--- src/rtl/cregister_pipe_if.sv ---
// Stream bundle for cregister_pipe: producer side, consumer side, flush and occupancy.
// Latency: none, wires only.
// Backpressure: in_ready/out_ready carry the valid/ready handshake in each direction.
interface cregister_pipe_if #(
  parameter int DATAWIDTH = 8,
  parameter int DEPTH     = 2
);
  // One extra code point so a skid-extended pipe (DEPTH+1 words) still fits.
  localparam int OCCW = $clog2(DEPTH + 2);

  logic                 flush;
  logic                 in_valid;
  logic                 in_ready;
  logic [DATAWIDTH-1:0] in_data;
  logic                 out_valid;
  logic                 out_ready;
  logic [DATAWIDTH-1:0] out_data;
  logic [OCCW-1:0]      occupancy;

  // Environment side: drives the producer word, consumer ready and flush.
  modport master (
    output flush,
    output in_valid,
    output in_data,
    output out_ready,
    input  in_ready,
    input  out_valid,
    input  out_data,
    input  occupancy
  );

  // Pipeline side.
  modport slave (
    input  flush,
    input  in_valid,
    input  in_data,
    input  out_ready,
    output in_ready,
    output out_valid,
    output out_data,
    output occupancy
  );
endinterface

--- src/rtl/cregister_pipe.sv ---
// Elastic DEPTH-stage valid/ready register pipeline with bubble collapsing, flush and occupancy.
// Latency: DEPTH cycles from accept to out_* when unstalled; one word per cycle throughput.
// Backpressure: stalled output lets upstream bubbles fill; in_ready drops only when every slot is held.
// Optional feature macro: CREGISTER_PIPE_SKID_EN adds a skid register after the last stage
// (capacity DEPTH+1, in_ready no longer combinationally depends on out_ready).
module cregister_pipe #(
  parameter int DATAWIDTH = 8,
  parameter int DEPTH     = 2
) (
  input  logic             clk,
  input  logic             reset,
  cregister_pipe_if.slave  bus
);

  // Fixed from DEPTH; must agree with the width carried by the interface instance.
  localparam int OCCW = $clog2(DEPTH + 2);

  // Per-stage state: stage 0 is fed from the input, stage DEPTH-1 faces the consumer.
  logic [DEPTH-1:0]     valid_q;
  logic [DATAWIDTH-1:0] data_q [DEPTH];

  // What each stage would load if it is allowed to move this cycle.
  logic [DEPTH-1:0]     feed_valid;
  logic [DATAWIDTH-1:0] feed_data [DEPTH];

  // ready[i]: stage i may load this cycle (it is empty or its word moves on).
  logic [DEPTH-1:0]     ready;
  // Readiness of whatever sits after the last stage (consumer or skid register).
  logic                 ready_end;

  logic                 in_ready_w;
  logic                 accept;
  logic                 transfer;
  logic                 out_valid_w;
  logic [DATAWIDTH-1:0] out_data_w;
  logic                 valid_last;
  logic [DATAWIDTH-1:0] data_last;

  logic [OCCW-1:0]      occ_q;

  assign valid_last = valid_q[DEPTH-1];
  assign data_last  = data_q[DEPTH-1];

  // Ready ripples back from the output: a stage is ready if it is empty or everything ahead can move.
  always_comb begin
    logic chain;
    ready = '0;
    chain = ready_end;
    for (int i = DEPTH - 1; i >= 0; i--) begin
      chain    = ~valid_q[i] | chain;
      ready[i] = chain;
    end
  end

  // Never accept during reset or flush so a flushed pipe starts truly empty.
  assign in_ready_w = ready[0] & ~bus.flush & ~reset;
  assign accept     = bus.in_valid & in_ready_w;
  assign transfer   = out_valid_w & bus.out_ready;

  // Source of each stage: the accepted input word for stage 0, the previous stage otherwise.
  always_comb begin
    feed_valid = '0;
    for (int i = 0; i < DEPTH; i++) begin
      feed_data[i] = '0;
    end
    feed_valid[0] = accept;
    feed_data[0]  = bus.in_data;
    for (int i = 1; i < DEPTH; i++) begin
      feed_valid[i] = valid_q[i-1];
      feed_data[i]  = data_q[i-1];
    end
  end

  // Stage valids: move when ready, hold otherwise; flush empties every stage at the edge.
  always_ff @(posedge clk or posedge reset) begin
    if (reset) begin
      valid_q <= '0;
    end else if (bus.flush) begin
      valid_q <= '0;
    end else begin
      for (int i = 0; i < DEPTH; i++) begin
        if (ready[i]) begin
          valid_q[i] <= feed_valid[i];
        end
      end
    end
  end

  // Stage data: only load real words, so a stage keeps its last word when a bubble passes.
  always_ff @(posedge clk or posedge reset) begin
    if (reset) begin
      for (int i = 0; i < DEPTH; i++) begin
        data_q[i] <= '0;
      end
    end else begin
      for (int i = 0; i < DEPTH; i++) begin
        if (ready[i] && feed_valid[i]) begin
          data_q[i] <= feed_data[i];
        end
      end
    end
  end

`ifdef CREGISTER_PIPE_SKID_EN
  // Skid slot: catches the last stage's word when the consumer stalls, so the
  // pipeline's ready chain depends only on registered state.
  logic                 skid_valid;
  logic [DATAWIDTH-1:0] skid_data;

  assign ready_end   = ~skid_valid;
  assign out_valid_w = skid_valid | valid_last;
  assign out_data_w  = skid_valid ? skid_data : data_last;

  // Skid fills on a stalled last-stage word and drains first once the consumer takes it.
  always_ff @(posedge clk or posedge reset) begin
    if (reset) begin
      skid_valid <= 1'b0;
      skid_data  <= '0;
    end else if (bus.flush) begin
      skid_valid <= 1'b0;
    end else if (skid_valid) begin
      if (bus.out_ready) begin
        skid_valid <= 1'b0;
      end
    end else if (valid_last && !bus.out_ready) begin
      skid_valid <= 1'b1;
      skid_data  <= data_last;
    end
  end
`else
  // Without a skid slot the consumer's ready feeds the ready chain directly.
  assign ready_end   = bus.out_ready;
  assign out_valid_w = valid_last;
  assign out_data_w  = data_last;
`endif

  // Occupancy tracks words held: +1 per accept, -1 per transfer, cleared by flush.
  always_ff @(posedge clk or posedge reset) begin
    if (reset) begin
      occ_q <= '0;
    end else if (bus.flush) begin
      occ_q <= '0;
    end else begin
      occ_q <= occ_q + OCCW'(accept) - OCCW'(transfer);
    end
  end

  assign bus.in_ready  = in_ready_w;
  assign bus.out_valid = out_valid_w;
  assign bus.out_data  = out_data_w;
  assign bus.occupancy = occ_q;

endmodule
--- src/flat_wrapper.sv ---
// flat-port wrapper written by rule: the top's interface ports become plain ports
module cregister_pipe_flat 
#(
  parameter int DATAWIDTH = 8,
  parameter int DEPTH     = 2
)
  (clk, reset, bus_flush, bus_in_valid, bus_in_data, bus_out_ready, bus_in_ready, bus_out_valid, bus_out_data, bus_occupancy);
  cregister_pipe_if #(.DATAWIDTH(DATAWIDTH), .DEPTH(DEPTH)) bus_i ();
  input  logic clk;
  input  logic reset;
  input wire logic [$bits(bus_i.flush)-1:0] bus_flush;
  input wire logic [$bits(bus_i.in_valid)-1:0] bus_in_valid;
  input wire logic [$bits(bus_i.in_data)-1:0] bus_in_data;
  input wire logic [$bits(bus_i.out_ready)-1:0] bus_out_ready;
  output wire logic [$bits(bus_i.in_ready)-1:0] bus_in_ready;
  output wire logic [$bits(bus_i.out_valid)-1:0] bus_out_valid;
  output wire logic [$bits(bus_i.out_data)-1:0] bus_out_data;
  output wire logic [$bits(bus_i.occupancy)-1:0] bus_occupancy;
  assign bus_i.flush = bus_flush;
  assign bus_i.in_valid = bus_in_valid;
  assign bus_i.in_data = bus_in_data;
  assign bus_i.out_ready = bus_out_ready;
  assign bus_in_ready = bus_i.in_ready;
  assign bus_out_valid = bus_i.out_valid;
  assign bus_out_data = bus_i.out_data;
  assign bus_occupancy = bus_i.occupancy;
  cregister_pipe #(.DATAWIDTH(DATAWIDTH), .DEPTH(DEPTH)) u_core (.clk(clk), .reset(reset), .bus(bus_i));
endmodule
--- config.mk ---
export PLATFORM = sky130hd
export DESIGN_NAME = cregister_pipe_flat
export DESIGN_NICKNAME = d
export VERILOG_FILES = /design/src/rtl/cregister_pipe_if.sv /design/src/rtl/cregister_pipe.sv /design/src/flat_wrapper.sv
export SDC_FILE = /design/constraint.sdc
export NUM_CORES = 1
export LEC_CHECK = 0
export ABC_CLOCK_PERIOD_IN_PS = 1200
export CAP_MARGIN = 25
export CORE_MARGIN = 1.5
export CORE_UTILIZATION = 25
export DETAILED_ROUTE_END_ITERATION = 8
export HOLD_SLACK_MARGIN = 0.02
export PLACE_DENSITY = 0.45
export SLEW_MARGIN = 5
export SYNTH_ARGS = -nofsm -noshare
export SYNTH_HDL_FRONTEND = slang
export SYNTH_SLANG_ARGS = --single-unit
--- constraint.sdc ---
create_clock -name clk -period 1.2 [get_ports clk]
set_input_delay 0.24 -clock clk [delete_from_list [all_inputs] [get_ports clk]]
set_output_delay 0.24 -clock clk [all_outputs]
set_load 0.01 [all_outputs]
==> results.cfg, run 1 <==
[route]
drt-initial-drc-count = 12
drt_wl_total_mm = 1.63
wl_met3_um = 60
vias = 566
top_layer_used = met4
routedWlPerCell_um = 11.3
dr_wl_met2_um = 795
drc = 0
vias_per_cell = 3.90
antenna_left = 0
drt-met1-wl_um = 749
drt-pass1-iter-count = 3

[sta]
setup_ws_ps = -140
period_share = 1.12
hold_viol = 0
final-setup-viol-count = 20
period_needed_ps = 1340
finalClockSkew_ps = 8.28
fmax_ghz = 0.746
rsz0062_at_grt = yes
worst_pin_slew_ps = 257
relSlewSlack = 0.828
drv_slew = 0
tns_ps = -1680

[clocking]
cts_buffers = 3
htreeDepth = 1
cts_buffer_depth = 2
cts_tree = done
cts_root_buffer = clkbuf_4
clock-sinks = 20
cts.clk_slew.worst_paths_ps = 120
clk_latency_ps = 300

[placement]
place_congestion = 0.597
dp_slack_ps = -569
io_buffers = 24
dp_hpwl_mm = 1.11
place_area_mm2 = 0.00123

[power]
pwr-share-seq = 0.441
internal_power_mw = 1.55
power_density_mw_per_mm2 = 1500
leakagePower_nw = 0.686
ir_drop_uv = 404
swShare = 0.238
clkPwrFrac = 0.270
switchingPower_uw = 486
power_frac_comb = 0.290

[grt]
grt_pass1_vias = 616
grt_max_degree = 21
antenna_found_initial = 0
grt.total_usage = 0.0922
grt_pass1_wl_mm = 2.85
grt.overflow.total = 0

[logic_synthesis]
netlist_instances = 65
synth.avg_cell_area_um2 = 14.0
synth_area_leaders = dfrtp_1, mux2_4, mux2_2
ys_seq_elements = 20
yosysWarnings = 0
synth.distinct_cells = 17
syn-num-nets = 80
syn_area_um2 = 910
synth-edff-count = 0
synthArstFlopShare = 1.00
synth_top_cell_by_area = dfrtp_1
seq_area_frac_synth = 0.550
synthFlopType = dfrtp_1
synth_top_area_share = 0.550

[floorplanning]
die_h_um = 63.3
die_x_um = 63.3
core_mm2 = 0.00342
dieArea_mm2 = 0.00401
pin_count = 25
rows = 21
start_util = 0.266

[setup_path]
r2r_end = u_core.data_q[11]
critPathRequiredTime_ps = 1390
cp.arrival_ps = 1530
crit_path_max_fanout = 9
worst-r2r-setup-slack_ps = -140
r2r_cells = 5
end_kind = register
crit_slowest_cell = dfrtp_1
worstSetupStartpointType = register
slowest_delay_ps = 400
crit_chain = nand3b_1 > buf_4 > nand3_4 > buf_12 > mux2_2
crit_type = reg2reg
rr_startpoint = u_core.valid_q[1]

[layout]
drive_gt1_frac = 0.556
nFillCells = 353
fin_nets = 115
mostFrequentLayoutCells = dfrtp_1, mux2_4, clkdlybuf4s50_1, clkbuf_2, buf_4
areaGrowthSynthToFinish_pct = 49.7
layout_commonest_cell = dfrtp_1
n_antenna_cell = 0
fin_area_mm2 = 0.00136

[run_status]
status = finished, violations left
violations = setup timing

[hold_path]
hp-class = in2async

[run]
cap_violations = 0
==> cell usage after synthesis, types with 2 or more instances <==
cell type,count
inv_1,4
dfrtp_1,20
buf_4,8
mux2_4,8
mux2_2,8
ha_1,2
nor2_1,4
and2_1,2
==> final cells by class <==
type / count / area, um^2 / share of cell area
repair buffers: 39 / 334 / 0.245
flip-flops and latches: 20 / 500 / 0.368
clock inverters: 1 / 30.0 / 0.0221
multi-input cells: 32 / 402 / 0.295
clock buffers: 3 / 22.5 / 0.0165
well taps: 46 / 57.6 / 0.0423
inverters: 4 / 15.0 / 0.0110
==> flip-flops by register name, summed over array words and instances, names as in the netlist <==
register / count
u_core.bus.occupancy: 2
u_core.valid_q: 2
u_core.data_q: 8
u_core.bus.out_data: 8
==> power groups by stage <==
stage | clock (mW) | sequential [mW] | combinational, mW
CTS | 0.568 | 0.899 | 0.633
finish | 0.550 | 0.898 | 0.591
global route | 0.611 | 0.920 | 0.638
floorplan | 0 | 0.894 | 0.401
global placement | 0 | 0.908 | 0.554
detailed placement | 0 | 0.916 | 0.557
==> critical path, delay by kind of cell, from the launching register on <==
kind / cells / cell delay (ps)
mux: 1 / 330
simple gates: 2 / 200
flops: 1 / 400
buf+inv: 2 / 300
==> worst max-delay path by stage <==
stage	start	slack, ps	to	depth (start not counted)
final	u_core.valid_q[1]	-140	u_core.data_q[11]	5
after global routing	u_core.valid_q[1]	-230	bus_in_ready	3
after CTS	u_core.valid_q[1]	-190	u_core.bus.occupancy[0]	5
after detailed placement	bus_out_ready	-570	bus_in_ready	4
after global placement	bus_out_ready	-580	bus_in_ready	4
after floorplan	u_core.valid_q[1]	-170	u_core.bus.occupancy[0]	5
==> per-layer routing <==
layer,vias to the layer above,track usage
met5,-,0
met4,0,0.0489
met3,2,0.0196
met2,13,0.149
met1,279,0.115
li1,272,-
==> logic make-up (layout without fill, tap and decap cells) <==
kind of cell | count (synthesis) | in the layout | synth area share
compound gates | 1 | 1 | 0.00550
xor+xnor | 2 | 2 | 0.0193
fa+ha+maj | 2 | 2 | 0.0275
buf+inv | 13 | 47 | 0.0949
flops | 20 | 20 | 0.550
mux | 16 | 16 | 0.231
simple gates | 11 | 11 | 0.0715
==> per-stage QoR <==
stage	hold WS, ps	util	cells	power (mW)
3_3_place_gp	482	0.360	135	1.46
2_1_floorplan	204	-	65	1.30
3_5_place_dp	489	0.360	135	1.47
6_report	271	0.399	145	2.04
4_1_cts	277	0.403	145	2.10
5_1_grt	277	0.399	145	2.17
==> what timing repair did <==
item	CTS	global route
resized for setup	43	16
hold endpoints to repair	0	0
endpoints found under the setup margin	30	30
pin swaps	1	6
buffers inserted	6	0
hold buffers	0	0
Power figures use the tool's default switching activity.
==> run 2: changes to the inputs <==
Settings changed: HOLD_SLACK_MARGIN 0.02 to unset.
==> results of run 2 <==
Same layout as run 1: the final DEF is identical, and so are final timing and power.
